### src/rtl/spi_burst_pkg.sv
// Shared definitions for the SPI MOSI burst transmitter.
//   burst_state_e : burst FSM states
//   cnt_width()   : counter width for a given number of distinct values (never below 1)
//   DefaultWidth / DefaultN : word size and burst depth used by the OLED sequencer
package spi_burst_pkg;

  localparam int unsigned DefaultWidth = 8;
  localparam int unsigned DefaultN     = 8;

  typedef enum logic [1:0] {
    StIdle,
    StShift,
    StGap,
    StDone
  } burst_state_e;

  // Width needed to hold num_values distinct values; a zero-width counter is widened to 1.
  function automatic int unsigned cnt_width(input int unsigned num_values);
    return (num_values <= 1) ? 1 : $clog2(num_values);
  endfunction

endpackage

### src/rtl/spi_word_serializer.sv
// WIDTH-bit load/shift register that presents one bit of a word per shift.
//   clk_i    : clock
//   rst_ni   : asynchronous active-low reset
//   load_i   : load data_i into the shift register (wins over shift_i)
//   data_i   : word to load
//   shift_i  : advance to the next bit
//   serial_o : current bit (MSB or LSB end, selected by LSB_FIRST)
module spi_word_serializer #(
  parameter int unsigned WIDTH     = 8,
  parameter bit          LSB_FIRST = 1'b0
) (
  input  logic             clk_i,
  input  logic             rst_ni,
  input  logic             load_i,
  input  logic [WIDTH-1:0] data_i,
  input  logic             shift_i,
  output logic             serial_o
);

  logic [WIDTH-1:0] sr_q;

  always_ff @(posedge clk_i or negedge rst_ni) begin
    if (!rst_ni) begin
      sr_q <= '0;
    end else if (load_i) begin
      sr_q <= data_i;
    end else if (shift_i) begin
      sr_q <= LSB_FIRST ? (sr_q >> 1) : (sr_q << 1);
    end
  end

  assign serial_o = LSB_FIRST ? sr_q[0] : sr_q[WIDTH-1];

endmodule

### src/rtl/spi_mosi_burst_tx.sv
// SPI MOSI burst transmitter: latches up to N words with per-word D/C flags on a start
// request and shifts them out back-to-back under one chip-select window.
//   i_SCK / i_RST_N : clock, asynchronous active-low reset
//   i_START         : start request, accepted in idle or done
//   i_DATA / i_DC   : words (word 0 first) and their D/C flags
//   i_N_TRANSMIT    : words to send, clamped to N
//   o_MOSI, o_CS, o_DC : serial data, active-low chip select, D/C of current word
//   o_BUSY, o_DONE, o_FINAL_BYTE : burst active, end pulse, last word shifting
// All outputs are registered from the current FSM state, so they lag the state by one cycle.
// Optional feature: define SPI_BURST_CS_TOGGLE_EN to raise o_CS during every inter-word gap
// (a one-cycle gap is forced when GAP_CYCLES is 0).
module spi_mosi_burst_tx
  import spi_burst_pkg::*;
#(
  parameter int unsigned WIDTH      = DefaultWidth,
  parameter int unsigned N          = DefaultN,
  parameter int unsigned GAP_CYCLES = 0,
  parameter bit          LSB_FIRST  = 1'b0
) (
  input  logic                   i_SCK,
  input  logic                   i_RST_N,
  input  logic                   i_START,
  input  logic [WIDTH*N-1:0]     i_DATA,
  input  logic [N-1:0]           i_DC,
  input  logic [$clog2(N+1)-1:0] i_N_TRANSMIT,
  output logic                   o_MOSI,
  output logic                   o_CS,
  output logic                   o_DC,
  output logic                   o_BUSY,
  output logic                   o_DONE,
  output logic                   o_FINAL_BYTE
);

  localparam int unsigned CW = $clog2(N + 1);
  localparam int unsigned BW = cnt_width(WIDTH);
`ifdef SPI_BURST_CS_TOGGLE_EN
  localparam bit          CsToggle = 1'b1;
  localparam int unsigned EffGap   = (GAP_CYCLES == 0) ? 1 : GAP_CYCLES;
`else
  localparam bit          CsToggle = 1'b0;
  localparam int unsigned EffGap   = GAP_CYCLES;
`endif
  localparam int unsigned GW      = cnt_width(EffGap + 1);
  localparam int unsigned GapLast = (EffGap > 0) ? EffGap - 1 : 0;

  localparam logic [BW-1:0] BitLastC = BW'(WIDTH - 1);
  localparam logic [GW-1:0] GapLastC = GW'(GapLast);
  localparam logic [CW-1:0] NC       = CW'(N);

  burst_state_e       state_q, state_d;
  logic [BW-1:0]      bit_cnt_q, bit_cnt_d;
  logic [CW-1:0]      word_idx_q, word_idx_d;
  logic [GW-1:0]      gap_cnt_q, gap_cnt_d;
  logic [CW-1:0]      count_q, count_clamped;
  logic [WIDTH*N-1:0] data_q;
  logic [N-1:0]       dc_flags_q;
  logic               latch;

  logic               ser_load, ser_shift, ser_bit;
  logic [WIDTH-1:0]   ser_word;

  logic [CW-1:0]      next_idx;
  logic               last_word;

  logic mosi_q, cs_q, dc_q, busy_q, done_q, final_q;

  function automatic logic [WIDTH-1:0] word_at(input logic [WIDTH*N-1:0] d,
                                               input logic [CW-1:0]      idx);
    logic [WIDTH-1:0] w;
    w = '0;
    for (int unsigned k = 0; k < N; k++) begin
      if (idx == CW'(k)) w = d[k*WIDTH +: WIDTH];
    end
    return w;
  endfunction

  function automatic logic flag_at(input logic [N-1:0] f, input logic [CW-1:0] idx);
    logic b;
    b = 1'b0;
    for (int unsigned k = 0; k < N; k++) begin
      if (idx == CW'(k)) b = f[k];
    end
    return b;
  endfunction

  assign count_clamped = (i_N_TRANSMIT > NC) ? NC : i_N_TRANSMIT;
  assign next_idx      = word_idx_q + CW'(1);
  assign last_word     = (next_idx == count_q);

  // Next-state logic: FSM, counters and serializer control.
  always_comb begin
    state_d    = state_q;
    bit_cnt_d  = bit_cnt_q;
    word_idx_d = word_idx_q;
    gap_cnt_d  = gap_cnt_q;
    latch      = 1'b0;
    ser_load   = 1'b0;
    ser_shift  = 1'b0;
    ser_word   = '0;

    unique case (state_q)
      StIdle, StDone: begin
        if (i_START) begin
          latch = 1'b1;
          if (count_clamped == '0) begin
            state_d = StDone;
          end else begin
            state_d    = StShift;
            bit_cnt_d  = '0;
            word_idx_d = '0;
            ser_load   = 1'b1;
            ser_word   = i_DATA[WIDTH-1:0];
          end
        end else if (state_q == StDone) begin
          state_d = StIdle;
        end
      end

      StShift: begin
        if (bit_cnt_q == BitLastC) begin
          bit_cnt_d = '0;
          if (last_word) begin
            state_d = StDone;
          end else if (EffGap > 0) begin
            state_d   = StGap;
            gap_cnt_d = '0;
          end else begin
            // Zero-gap streaming: next word loads on the edge that ends this one.
            word_idx_d = next_idx;
            ser_load   = 1'b1;
            ser_word   = word_at(data_q, next_idx);
          end
        end else begin
          bit_cnt_d = bit_cnt_q + 1'b1;
          ser_shift = 1'b1;
        end
      end

      StGap: begin
        if (gap_cnt_q == GapLastC) begin
          state_d    = StShift;
          gap_cnt_d  = '0;
          word_idx_d = next_idx;
          ser_load   = 1'b1;
          ser_word   = word_at(data_q, next_idx);
        end else begin
          gap_cnt_d = gap_cnt_q + 1'b1;
        end
      end

      default: state_d = StIdle;
    endcase
  end

  always_ff @(posedge i_SCK or negedge i_RST_N) begin
    if (!i_RST_N) begin
      state_q    <= StIdle;
      bit_cnt_q  <= '0;
      word_idx_q <= '0;
      gap_cnt_q  <= '0;
      count_q    <= '0;
      data_q     <= '0;
      dc_flags_q <= '0;
    end else begin
      state_q    <= state_d;
      bit_cnt_q  <= bit_cnt_d;
      word_idx_q <= word_idx_d;
      gap_cnt_q  <= gap_cnt_d;
      if (latch) begin
        count_q    <= count_clamped;
        data_q     <= i_DATA;
        dc_flags_q <= i_DC;
      end
    end
  end

  spi_word_serializer #(
    .WIDTH     (WIDTH),
    .LSB_FIRST (LSB_FIRST)
  ) u_serializer (
    .clk_i    (i_SCK),
    .rst_ni   (i_RST_N),
    .load_i   (ser_load),
    .data_i   (ser_word),
    .shift_i  (ser_shift),
    .serial_o (ser_bit)
  );

  // Output registers: a pure function of the current state, one cycle behind it.
  always_ff @(posedge i_SCK or negedge i_RST_N) begin
    if (!i_RST_N) begin
      mosi_q  <= 1'b0;
      cs_q    <= 1'b1;
      dc_q    <= 1'b0;
      busy_q  <= 1'b0;
      done_q  <= 1'b0;
      final_q <= 1'b0;
    end else begin
      mosi_q  <= (state_q == StShift) && ser_bit;
      cs_q    <= !((state_q == StShift) || ((state_q == StGap) && !CsToggle));
      busy_q  <= (state_q == StShift) || (state_q == StGap);
      done_q  <= (state_q == StDone);
      final_q <= (state_q == StShift) && last_word;
      // During a gap word_idx_q still points at the word just sent.
      if ((state_q == StShift) || (state_q == StGap)) begin
        dc_q <= flag_at(dc_flags_q, word_idx_q);
      end
    end
  end

  assign o_MOSI       = mosi_q;
  assign o_CS         = cs_q;
  assign o_DC         = dc_q;
  assign o_BUSY       = busy_q;
  assign o_DONE       = done_q;
  assign o_FINAL_BYTE = final_q;

endmodule
### config.mk
export PLATFORM = sky130hd
export DESIGN_NAME = spi_mosi_burst_tx
export DESIGN_NICKNAME = d
export VERILOG_FILES = /design/src/rtl/spi_burst_pkg.sv /design/src/rtl/spi_word_serializer.sv /design/src/rtl/spi_mosi_burst_tx.sv
export SDC_FILE = /design/constraint.sdc
export NUM_CORES = 1
export LEC_CHECK = 0
export CORE_MARGIN = 2
export CORE_UTILIZATION = 40
export DETAILED_ROUTE_END_ITERATION = 7
export GPL_TIMING_DRIVEN = 0
export MAX_ROUTING_LAYER = met4
export PLACE_DENSITY = 0.75
export SLEW_MARGIN = 20
export SYNTH_ARGS = -nofsm -noshare
export SYNTH_HDL_FRONTEND = slang
export SYNTH_HIERARCHICAL = 1
export SYNTH_SLANG_ARGS = --single-unit
### constraint.sdc
create_clock -name i_SCK -period 2.4 [get_ports i_SCK]
set_input_delay 0.24 -clock i_SCK [delete_from_list [all_inputs] [get_ports i_SCK]]
set_output_delay 0.24 -clock i_SCK [all_outputs]
set_load 0.01 [all_outputs]
---- Word level (Yosys, flattened, before mapping) ----
Cells that the tools add are included.
word-level totals
  register bits ........................... 100
  logic and storage cells ................. 111
  output and inout port bits .............. 6
operators by class
  order comparisons ....................... 1
  multiplexer cells ....................... 53
  reductions and logical operators ........ 14
  add/subtract/negate cells ............... 3
  equality and inequality tests ........... 26
operator list
  kind                                                                    count
  8-bit two-way mux                                                       15
  4-bit by 3-bit equality test with 1-bit output (second input constant)  8
  4-bit two-way mux                                                       6
  8-bit one-hot mux with 3 select lines                                   1
  1-bit two-way mux                                                       18
  4-bit by 2-bit equality test with 1-bit output (second input constant)  4
  4-bit zero test                                                         3
  2-bit two-way mux                                                       6
  2-bit inequality test (second input constant)                           6
  4-bit one-hot mux with 3 select lines                                   1
  3-bit two-way mux                                                       3
  4-bit by 1-bit equality test with 1-bit output (second input constant)  2
  2-bit one-hot mux with 3 select lines                                   1
  3-bit one-hot mux with 2 select lines                                   1
  5-bit AND reduction                                                     1
  4-bit by 1-bit adder with 4-bit output (second input constant)          1
  2-bit equality test (second input constant)                             2
  4-bit equality test                                                     1
  4-bit greater-than comparator (second input constant)                   1
  4-bit AND reduction                                                     1
  2-bit nonzero test                                                      2
  3-bit by 1-bit adder with 3-bit output (second input constant)          1
  3-bit equality test (second input constant)                             1
  3-bit inequality test (second input constant)                           1
  9 further kinds                                                         10

---- Longest topological paths before layout ----
  word-level depth ........................ 14
  depth in mapped cells ................... 12

---- By module ----
Netlist, hierarchy kept.
modules (own cells, without submodules)
  module               instances  area each (um2)  cells each  sequential area each (um2)
  spi_mosi_burst_tx    1          4514.3           395         2278.4
  spi_word_serializer  1          369.1            34          200.2

---- Worst setup path before layout ----
Ideal clock, no wire load.
  path type ............................... reg-to-reg
  start ................................... reg word_idx_q[0]
  end ..................................... reg u_serializer.sr_q[0]
  path slack .............................. 0.055 ns
  cell stages (with the launch flop) ...... 12
  required time ........................... 2.273 ns
  arrival ................................. 2.219 ns
  setup time .............................. 0.127 ns
  clock period less this slack ............ 2.345 ns
  cells stage by stage .................... dfrtp_1 ha_1 buf_6 xor3_1 nor3_2 nand2_1 a31o_1 nand2_4 nand2_1 buf_6 nand2_1 o21ai_0
on the way
  elaborated cells on any way between the ends .. 27
  classes of those cells .................. 1 x add/sub; 8 x eq/ne; 16 x mux; 2 x reduce/logical
RTL lines
  element                                                         line                       source
  from (decl)                                                     spi_mosi_burst_tx.sv:52    logic [CW-1:0] word_idx_q, word_idx_d;
  from (signal assigned)                                          spi_mosi_burst_tx.sv:167   word_idx_q <= word_idx_d;
  4-bit by 1-bit adder with 4-bit output *                        spi_mosi_burst_tx.sv:87    assign next_idx = word_idx_q + CW'(1);
  4-bit equality test *                                           spi_mosi_burst_tx.sv:88    assign last_word = (next_idx == count_q);
  1-bit two-way mux *                                             spi_mosi_burst_tx.sv:122   if (last_word) begin
  1-bit two-way mux *                                             spi_mosi_burst_tx.sv:120   if (bit_cnt_q == BitLastC) begin
  1-bit one-hot mux with 3 select lines *                         spi_mosi_burst_tx.sv:101   unique case (state_q)
  named net ser_load                                              spi_mosi_burst_tx.sv:59    logic ser_load, ser_shift, ser_bit;
  8-bit two-way mux / 2-bit nonzero test (equally long branches)  --
  to (signal assigned)                                            spi_word_serializer.sv:26  sr_q <= data_i;
  to (signal assigned)                                            spi_word_serializer.sv:28  sr_q <= LSB_FIRST ? (sr_q >> 1) : (sr_q << 1);
  to (decl)                                                       spi_word_serializer.sv:20  logic [WIDTH-1:0] sr_q;
The timed path passes the listed nets; every way through them passes the cells marked *.
A chain may end at the register's enable or synchronous reset.

---- Worst setup path in the final report ----
  start ................................... reg word_idx_q[1]
  end ..................................... reg u_serializer.sr_q[1]
on the way
  word-level cells in the longest chain between the ends .. 14
  elaborated cells on any way between the ends .. 27
  classes of those cells .................. 1 x add/sub; 8 x eq/ne; 16 x mux; 2 x reduce/logical
ends and longest elaborated chain
  element                                   line                       source
  4-bit by 1-bit adder with 4-bit output *  spi_mosi_burst_tx.sv:87
  4-bit zero test                           spi_mosi_burst_tx.sv:72    if (idx == CW'(k)) w = d[k*WIDTH +: WIDTH];
  8-bit two-way mux (8 in a row)            spi_mosi_burst_tx.sv:72
  8-bit two-way mux                         spi_mosi_burst_tx.sv:122
  8-bit two-way mux                         spi_mosi_burst_tx.sv:120
  8-bit one-hot mux with 3 select lines *   spi_mosi_burst_tx.sv:101
  named net ser_word[1]                     spi_mosi_burst_tx.sv:60    logic [WIDTH-1:0] ser_word;
  8-bit two-way mux *                       spi_word_serializer.sv:25  end else if (load_i) begin
Marked as above.

==> impl_metrics.yaml <==
status:
  outcome: "finished clean"
yosys:
  synth_seq_cells: 99
  postSynthCellCount: 429
  synth_area_sq_um: 4880
  syn_nets: 519
  seq_area_frac_synth: 0.508
  ys_warn_count: 6
  avgSynthCellArea_sq_um: 11.4
  yosys.cell_types.count: 48
timing:
  worstMarginPinSlew_ps: 713
  period_share: 0.956
  report.final.slew_viol_count: 0
  setup_violations: 0
  fmax_ghz: 0.436
  hold_viol_final: 0
  period_minus_slack_ps: 2290
  fin_hold_ws_ps: 292
  clock_skew_ps: 4.32
  setup_slack_ps: 106
  slew-limit-headroom: 0.525
detailed_routing:
  dr.pass1.iters: 4
  via_per_inst: 5.42
  antenna_left: 0
  drtIter0Drc: 224
  dr_total_vias: 3682
  drc: 0
  wire_per_inst_microns: 17.8
  wirelength_microns: 12100
finish:
  drive_gt1_frac: 0.242
  design_area_sq_um: 6310
  final_util: 0.528
  area_growth_pct: 29.2
  antenna_cells: 0
  fin_nets: 617
worst_setup_path:
  crit_slowest_cell: "dfrtp_2"
  startpoint_type: "flop"
  crit_required_ps: 2640
  cpPeakStageDelay_ps: 440
  path_class: "flop to flop"
  crit_arrival_ps: 2540
  end_kind: "flop"
  crit_fanout: 10
  crit_chain: "inv_1 > ha_1 > clkbuf_4 > clkbuf_4 > a221o_1 > a22oi_1 > o22ai_1 > a21oi_2 > o21ai_2 > nand2_1 > o21ai_1"
  cpMostUsedCell: "clkbuf_4"
pwr:
  peakVddDrop_mv: 0.576
  p_leak_nw: 2.71
  p_total_mw: 8.47
  power_density_nw_per_um2: 1340
clocking:
  cts_root_buf: "clkbuf_16"
  cts.path.max_buffers: 2
  clk_latency_ps: 350
  clock_sinks: 99
  cts_tree: "done"
  htree_levels: 3
  cts-buffers-inserted: 9
  path_clk_slew_ps: 70
global_route:
  grt_pass1_wl_microns: 19100
  track_usage: 0.199
  first_global_vias: 3663
  grt_max_degree: 82
  antenna_found_initial: 0
  grt_overflow: 0
place:
  port_buffers: 84
  placed_cell_area_sq_um: 5940
  place_ws_ps: -277
  finalWeightedCongestion: 0.905
  dpl.hpwl_microns: 8950
worst_hold_path:
  hold_class: "primary input to async pin"
floorplanning:
  io_pins: 85
  dieArea_sq_um: 13100
  rows: 40
  core-area_sq_um: 12000
  fp.dieH_microns: 114
  start_util: 0.408
  die_x_microns: 114
flow_run:
  maxCapViolations: 0
## layout make-up
class,instances,area [sq um]
inverters,17,63.8
plain buffers,26,149
flip-flops and latches,99,2480
multi-input cells,284,2230
well taps,147,184
fillers,1080,5650
clock inverters,6,48.8
repair buffers,90,913
clock buffers,10,239
## final timing paths
kind                                    start                   end  slack (ps)  cells after the start
worst max-delay path            word_idx_q[1]  u_serializer/sr_q[1]         110                     11
worst min-delay path                  i_RST_N          o_FINAL_BYTE         290                      2
worst max register to register  word_idx_q[1]  u_serializer/sr_q[1]         110                     11
worst min register to register   bit_cnt_q[1]          bit_cnt_q[1]         490                      2
max in group asynchronous             i_RST_N            data_q[10]        1450                      3
min in group i_SCK               bit_cnt_q[1]          bit_cnt_q[1]         490                      2
## critical path, delay by kind of cell (launching register included)
kind | cells | cell delay (ps)
compound gates | 6 | 900
buf+inv | 3 | 520
simple gates | 1 | 60
fa+ha+maj | 1 | 250
flops | 1 | 440
## per-stage QoR
step	std cells	TNS, ps
after floorplan	429	0
after global placement	660	-242050
after detailed placement	661	-1990
after CTS	679	0
after global routing	679	-3.40
final	679	0
## repair_timing
action	in CTS	in global routing
pin swaps	2	3
setup endpoints to repair	8	8
buffers inserted	3	1
hold buffers	1	0
resized for setup	6	15
hold endpoints to repair	18	0
cloned	0	0
## kinds of logic after synthesis
logic type | after synthesis | synth area share
buf+inv | 46 | 0.0438
mux | 81 | 0.187
fa+ha+maj | 11 | 0.0282
compound gates | 104 | 0.141
simple gates | 82 | 0.0789
xor+xnor | 6 | 0.0138
flops | 99 | 0.508
## cells in the mapped netlist, drive strengths merged
cell / number / share of area
o21a: 1 / 0.0015
xnor2: 3 / 0.0054
xor2: 2 / 0.0036
nor2b: 4 / 0.0051
dfrtp: 98 / 0.50
xor3: 1 / 0.0049
nor2: 17 / 0.013
a22o: 3 / 0.0054
and3: 2 / 0.0026
clkbuf: 16 / 0.012
inv: 17 / 0.013
nand4: 1 / 0.0013
buf: 13 / 0.018
a32o: 1 / 0.0020
a21oi: 27 / 0.028
nor3: 5 / 0.0061
ha: 11 / 0.028
or4: 1 / 0.0015
a221o: 7 / 0.014
nand2b: 7 / 0.0090
nor4: 1 / 0.0013
o21bai: 7 / 0.011
a31o: 1 / 0.0018
mux2i: 8 / 0.016
mux4: 1 / 0.0046
and2: 2 / 0.0026
a221oi: 1 / 0.0018
o31ai: 2 / 0.0031
nand3: 5 / 0.0051
o21ai: 26 / 0.030
a21o: 1 / 0.0015
o22ai: 10 / 0.014
nand2: 35 / 0.028
or2: 1 / 0.0013
a31oi: 1 / 0.0013
dfstp: 1 / 0.0054
mux2: 72 / 0.17
and2b: 1 / 0.0015
a22oi: 15 / 0.023
o22a: 1 / 0.0018
## where the power goes
group | internal [mW] | switching, mW | total, mW
Combinational | 2.00 | 2.08 | 4.08
Clock | 0.738 | 0.661 | 1.40
Sequential | 2.51 | 0.488 | 2.99
## state kept, by name (all words and copies together), names as in the netlist
name	cells
bit_cnt_q	3
count_q	4
data_q	64
dc_flags_q	8
o_BUSY	1
o_CS	1
o_DC	1
o_DONE	1
o_FINAL_BYTE	1
o_MOSI	1
state_q	2
u_serializer/sr_q	8
word_idx_q	4
## layer usage
metal	track usage	wire, microns
met1	0.254	5380
met3	0.0566	860
met2	0.308	5660
met5	-	0
met4	0.0593	221
## placed cells by master, fill, tap and decap left out, types with 6 or more instances in the layout
cell type | netlist | layout
nand2_1 | 34 | 33
o22ai_1 | 9 | 9
nand2b_1 | 7 | 7
a21oi_1 | 27 | 24
buf_6 | 4 | 6
mux2i_1 | 8 | 8
nor2_1 | 17 | 17
o21bai_1 | 7 | 7
inv_1 | 17 | 17
clkbuf_1 | 16 | 10
o21ai_1 | 9 | 9
mux2_2 | 72 | 72
a221o_1 | 7 | 7
o21ai_0 | 12 | 12
clkdlybuf4s50_1 | 0 | 83
dfrtp_1 | 98 | 96
ha_1 | 11 | 9
clkbuf_16 | 0 | 9
a22oi_1 | 15 | 15
Note: power is estimated with default switching activity, not from simulation.
